### config.mk
export PLATFORM = sky130hd
export DESIGN_NAME = dmem_wait_ctrl
export DESIGN_NICKNAME = d
export VERILOG_FILES = /design/src/rtl/dmem_wait_ctrl_pkg.sv /design/src/rtl/dmem_wait_ctrl_sram_be.sv /design/src/rtl/dmem_wait_ctrl.sv
export SDC_FILE = /design/constraint.sdc
export NUM_CORES = 2
export LEC_CHECK = 0
export CAP_MARGIN = 30
export CORE_ASPECT_RATIO = 2
export CORE_MARGIN = 1.5
export CORE_UTILIZATION = 50
export DETAILED_ROUTE_END_ITERATION = 8
export GPL_TIMING_DRIVEN = 0
export PLACE_DENSITY = 0.72
export SYNTH_ARGS = -nofsm -noshare
export SYNTH_HDL_FRONTEND = slang
export SYNTH_SLANG_ARGS = --single-unit
### constraint.sdc
create_clock -name clk -period 3.9 [get_ports clk]
set_input_delay 0.975 -clock clk [delete_from_list [all_inputs] [get_ports clk]]
set_output_delay 0.975 -clock clk [all_outputs]
set_load 0.1 [all_outputs]
### src/rtl/dmem_wait_ctrl_pkg.sv
// Shared types and helpers for the wait-state data-memory controller.
package mem_pkg;

  typedef enum logic [1:0] {
    S_IDLE = 2'd0,
    S_WAIT = 2'd1,
    S_DONE = 2'd2
  } state_e;

  localparam int DEF_DATA_W = 32;
  localparam int WORD_BYTES = DEF_DATA_W / 8;

  // Legal when word-aligned and nothing above the word index is set.
  function automatic logic addr_legal(input logic [63:0] addr, input int unsigned idx_w);
    return (addr[1:0] == 2'b00) && ((addr >> (idx_w + 2)) == 64'd0);
  endfunction

endpackage

### src/rtl/dmem_wait_ctrl_sram_be.sv
// Single-port RAM with byte-lane write enables and a registered, self-clearing read port.
module sram_be #(
  parameter int DATA_W = 32,
  parameter int DEPTH  = 64,
  localparam int IDX_W = $clog2(DEPTH),
  localparam int NB    = DATA_W / 8
) (
  input  logic              clk_i,
  input  logic              rst_i,
  input  logic              we_i,
  input  logic              re_i,
  input  logic [NB-1:0]     be_i,
  input  logic [IDX_W-1:0]  addr_i,
  input  logic [DATA_W-1:0] wdata_i,
  output logic [DATA_W-1:0] rdata_o
);

  logic [DATA_W-1:0] mem_q [DEPTH];
  logic [DATA_W-1:0] rdata_q;

  always_ff @(posedge clk_i) begin
    if (we_i) begin
      for (int b = 0; b < NB; b++) begin
        if (be_i[b]) mem_q[addr_i][b*8 +: 8] <= wdata_i[b*8 +: 8];
      end
    end
  end

  // Output is zero on any cycle that did not follow a read strobe.
  always_ff @(posedge clk_i or posedge rst_i) begin
    if (rst_i) rdata_q <= '0;
    else       rdata_q <= re_i ? mem_q[addr_i] : '0;
  end

  assign rdata_o = rdata_q;

endmodule

### src/rtl/dmem_wait_ctrl.sv
// Data memory with programmable wait states, byte-lane writes and address checking.
module dmem_wait_ctrl import mem_pkg::*; #(
  parameter int DATA_W      = 32,
  parameter int ADDR_W      = 32,
  parameter int DEPTH       = 64,
  parameter int WAIT_STATES = 2
) (
  input  logic                clk,
  input  logic                reset,
  input  logic                mem_read,
  input  logic                memwrite_M,
  input  logic [DATA_W/8-1:0] byte_en,
  input  logic [ADDR_W-1:0]   data_addr,
  input  logic [DATA_W-1:0]   write_data,
  output logic [DATA_W-1:0]   read_data,
  output logic                ready,
  output logic                busy,
  output logic                addr_err
);

  localparam int IDX_W = $clog2(DEPTH);
  localparam int NB    = DATA_W / 8;

  state_e            state_q, state_d;
  logic [3:0]        cnt_q, cnt_d;
  logic [IDX_W-1:0]  idx_q;
  logic [DATA_W-1:0] wdata_q;
  logic [NB-1:0]     be_q;
  logic              wr_q, err_q;
  logic              accept, commit;

  always_ff @(posedge clk or posedge reset) begin
    if (reset) begin
      state_q <= S_IDLE;
      cnt_q   <= '0;
    end else begin
      state_q <= state_d;
      cnt_q   <= cnt_d;
    end
  end

  always_ff @(posedge clk or posedge reset) begin
    if (reset) begin
      idx_q   <= '0;
      wdata_q <= '0;
      be_q    <= '0;
      wr_q    <= 1'b0;
      err_q   <= 1'b0;
    end else if (accept) begin
      idx_q   <= data_addr[IDX_W+1:2];
      wdata_q <= write_data;
      be_q    <= byte_en;
      wr_q    <= memwrite_M;
      err_q   <= !addr_legal(64'(data_addr), IDX_W);
    end
  end

  always_comb begin
    state_d = state_q;
    cnt_d   = cnt_q;
    accept  = 1'b0;
    commit  = 1'b0;
    case (state_q)
      S_IDLE: if (mem_read || memwrite_M) begin
        accept  = 1'b1;
        state_d = S_WAIT;
        cnt_d   = 4'(WAIT_STATES);
      end
      S_WAIT: if (cnt_q == 4'd0) begin
        commit  = 1'b1;
        state_d = S_DONE;
      end else begin
        cnt_d = cnt_q - 4'd1;
      end
      S_DONE:  state_d = S_IDLE;
      default: state_d = S_IDLE;
    endcase
  end

  // RAM is touched only on the WAIT->DONE edge, so a reset before then drops the access.
  sram_be #(.DATA_W(DATA_W), .DEPTH(DEPTH)) u_ram (
    .clk_i   (clk),
    .rst_i   (reset),
    .we_i    (commit && wr_q && !err_q),
    .re_i    (commit && !wr_q && !err_q),
    .be_i    (be_q),
    .addr_i  (idx_q),
    .wdata_i (wdata_q),
    .rdata_o (read_data)
  );

  assign ready    = (state_q == S_DONE);
  assign busy     = (state_q != S_IDLE);
  assign addr_err = ready && err_q;

endmodule

==> results.md <==
* Run status: complete, but fails checks
* Failing checks: negative setup slack
* Number of warnings issued by yosys at 0
* Classification of the worst setup path: reg -> reg
* Number of max-slew violations in the final report at 0
* Routed vias at 52400
* H-tree Lvls at 4
* Initial standard-cell utilization of the core at 0.504
* Detail-routed via count per cell at 6.62
* Critical path capture point: u_ram.mem_q[14][3]$_DFFE_PP_
* Leakage Power at 31.1 nW
* Post-detailed-routing wire length at 308000 um
* Detailed-router iteration count before antenna repair at 9
* Post-Route Hold Slack at 0.493 ns
* Synth async-reset ratio at 0.0385
* Hold Violations, Final at 0
* Post-Synthesis Mean Instance Area at 16.1 sq um
* Share of final-layout standard cells stronger than drive strength 1 at 0.167
* Post-layout net count at 5699
* Clock tree from TritonCTS: built
* DIE WIDTH at 293 um
* Worst-case clock buffer depth at 4
* Die Outline Area at 170000 sq um
* Cell variety after synth at 59
* EDFF count, synth at 2048
* Area delta synth->final at 15.4%
* DRC marker count from the first detailed-route iteration at 7400
* Placeable core region at 167000 sq um
* Clock root buffer: sky130_fd_sc_hd__clkbuf_16
* Post-Place Setup Slack at -0.826 ns
* DIE HEIGHT at 582 um
* Grt ovf at 0
* Relative slew margins at 0.242
* Number of remaining DRC errors at 0
* Part of the cycle the worst path needs at 1.05
* Upper clock frequency limit at 245 MHz
* Number of fill cells at 12400
* Critical R2R Launch: idx_q[2]$_DFFE_PP0P_
* Hpwl dp at 220000 um
* Standard-cell row count at 212
* Synthesis-stage register bit count at 2130
* Most frequent standard cell in the layout excluding fill and tap cells: sky130_fd_sc_hd__edfxtp_1
* Instance count of the mapped netlist at 5225
* Synth Cell Area at 83900 sq um
* Top cells by area in the synthesized netlist: sky130_fd_sc_hd__edfxtp_1 (73%), sky130_fd_sc_hd__mux2i_1 (6.8%), sky130_fd_sc_hd__dfrtp_1 (2.4%), sky130_fd_sc_hd__a21oi_1 (1.8%), sky130_fd_sc_hd__o21ai_0 (1.5%)
* Sequential cell area fraction in the yosys report at 0.757
* Final min period at 4.08 ns
* Total GRT Usage at 0.363
* Critical path launch point: idx_q[2]$_DFFE_PP0P_
* Number of CTS-inserted buffers at 177
* Reg2Reg Setup Slack at -0.18 ns
* Number of global-route vias before repair at 51900
* Post-Syn Nets at 5299
* DRT antenna net count at 0
* Max_cap viols at 0
* Dominant cell type by area after synthesis: sky130_fd_sc_hd__edfxtp_1
* Total setup violations reported at the end of the flow at 170
* Clk sinks at 2130
* Number of antenna violations at the first check in global routing at 20
* Worst r2r path cells at 9
* Top-level I/O count at 107
* Final weighted congestion in routability-driven placement at 1.07
* Endpoint of the worst register-to-register path: u_ram.mem_q[14][3]$_DFFE_PP_
* Pin slew with the least headroom to its limit at 1.14 ns
* Worst hold-check path type: reg -> reg
* CP Data Required Time at 4.39 ns
* Minimum setup slack in the final design at -0.178 ns
* Synth top area share at 0.733
* Wire length of the first global-routing pass at 414000 um
* Setup clock skew after layout at 0.0398 ns
* Maximum number of pins on one net before global-route repair at 66
* Peak supply drop at 0.491 mV
* Worst setup EP type: flip-flop
* Hold buffer count at cts at 0
* Power Density at 787 nW/um^2
* Wirelength per Cell at 38.9 um
* Number of buffers inserted by port buffering at 106
* Unrepaired setup endpoints after global routing: yes
* Top library cells by usage in the layout, fill and taps aside: sky130_fd_sc_hd__edfxtp_1 (2048), sky130_fd_sc_hd__mux2i_1 (566), sky130_fd_sc_hd__a21oi_1 (304)
* Biggest fanout along the worst timing path at 10
* Crit start category: flip-flop
* Clock network latency to the later pin of the worst-skew pair at 0.86 ns
* Top flip-flop cell by instance count after synthesis: sky130_fd_sc_hd__edfxtp_1
* Clock slew at the register clock pins of the worst setup and hold paths at 0.07 ns
* Critical path arrival at 4.57 ns
## cells by family (layout without fill, tap and decap cells)
logic type	after synthesis	after routing	synth area share
compound gates	1160	1160	0.0907
simple gates	908	908	0.0496
mux	643	643	0.0798
other cells	0	23	0
buf+inv	380	911	0.0219
xor+xnor	2	2	0.000209
flops	2130	2130	0.757
fa+ha+maj	2	2	0.000298
## what timing repair did
item                                     CTS  global route
buffers inserted                           0             2
endpoints found under the setup margin  1515          1158
gates resized for setup                  297           106
pin swaps                                  0             2
## layer usage
layer / global-route usage / part of all wire / vias up
met2: 0.614 / 0.50 / 3713
met1: 0.344 / 0.28 / 26100
met4: 0.397 / 0.14 / 8
met5: 0.000574 / 0.00018 / -
li1: - / - / 21300
met3: 0.0823 / 0.085 / 1257
## power by group
part / leakage, nW / switching [mW] / total [mW] / internal (mW)
Combinational: 8.69 / 19.8 / 27.1 / 7.37
Clock: 2.88 / 8.26 / 18.7 / 10.4
Sequential: 19.6 / 1.90 / 30.4 / 28.5
Total: 31.1 / 29.9 / 76.2 / 46.2
## worst min-delay path by stage
stage	from	end	slack [ns]	cells past startpoint
2_1_floorplan	be_q[0]$_DFFE_PP0P_	be_q[0]$_DFFE_PP0P_	0.45	2
3_3_place_gp	be_q[1]$_DFFE_PP0P_	be_q[1]$_DFFE_PP0P_	0.47	2
6_report	be_q[0]$_DFFE_PP0P_	be_q[0]$_DFFE_PP0P_	0.49	2
4_1_cts	be_q[0]$_DFFE_PP0P_	be_q[0]$_DFFE_PP0P_	0.49	2
3_5_place_dp	be_q[0]$_DFFE_PP0P_	be_q[0]$_DFFE_PP0P_	0.47	2
5_1_grt	be_q[0]$_DFFE_PP0P_	be_q[0]$_DFFE_PP0P_	0.52	2
## through the flow
| stage | area, sq um | TNS (ns) | power, mW | cells | utilization |
|---|---|---|---|---|---|
| final | 96800 | -9.14 | 76.2 | 7919 | 0.581 |
| after global routing | 96800 | -0.798 | 76.9 | 7900 | 0.581 |
| after CTS | 96300 | -15.35 | 74.4 | 7887 | 0.578 |
| after detailed placement | 89400 | -613.04 | 56.0 | 7577 | 0.537 |
| after global placement | 87600 | -1368.43 | 54.8 | 7471 | 0.526 |
| after floorplan | 83900 | 0 | 42.4 | 5225 | - |
## synthesized netlist by cell type, types with 39 or more instances
library cell and instances:
sky130_fd_sc_hd__o21ai_0 248, sky130_fd_sc_hd__a221oi_1 39, sky130_fd_sc_hd__edfxtp_1 2048, sky130_fd_sc_hd__o22ai_1 129, sky130_fd_sc_hd__dfrtp_1 82, sky130_fd_sc_hd__nor2b_1 153, sky130_fd_sc_hd__o211ai_1 61, sky130_fd_sc_hd__nand3_1 62
sky130_fd_sc_hd__buf_2 129, sky130_fd_sc_hd__nor2_1 329, sky130_fd_sc_hd__a21oi_1 304, sky130_fd_sc_hd__buf_4 47, sky130_fd_sc_hd__mux2i_1 566, sky130_fd_sc_hd__nand2_1 295, sky130_fd_sc_hd__clkbuf_1 181, sky130_fd_sc_hd__mux2_2 62
sky130_fd_sc_hd__a22oi_1 70, sky130_fd_sc_hd__o221ai_1 60
## cell type report
cell class | instances | area [sq um] | area share
well taps | 2140 | 2680 | 0.0277
repair buffers | 226 | 2950 | 0.0305
multi-input cells | 2715 | 19700 | 0.203
clock buffers | 209 | 4750 | 0.0491
flip-flops and latches | 2130 | 63600 | 0.657
plain buffers | 370 | 1870 | 0.0193
clock inverters | 101 | 1180 | 0.0122
diodes | 23 | 57.6 | 0.000594
inverters | 5 | 21.3 | 0.000220
## flip-flops by register name, summed over array words and instances (netlist names)
name and cells:
wr_q 1, idx_q 6, u_ram.mem_q 2048, u_ram.rdata_o 32, be_q 4, wdata_q 32, err_q 1, cnt_q 4
state_q 2
## worst max-delay path, cell delays in order, from the launching register on
cell and delay, ns:
sky130_fd_sc_hd__dfrtp_1 0.33, sky130_fd_sc_hd__buf_4 0.31, sky130_fd_sc_hd__buf_4 0.38, sky130_fd_sc_hd__buf_4 0.33
sky130_fd_sc_hd__buf_4 0.39, sky130_fd_sc_hd__buf_4 0.38, sky130_fd_sc_hd__and2_1 0.17, sky130_fd_sc_hd__buf_2 0.27
sky130_fd_sc_hd__nand2_1 0.55, sky130_fd_sc_hd__nor2_4 0.55
Note: power is estimated with default switching activity, not from simulation.
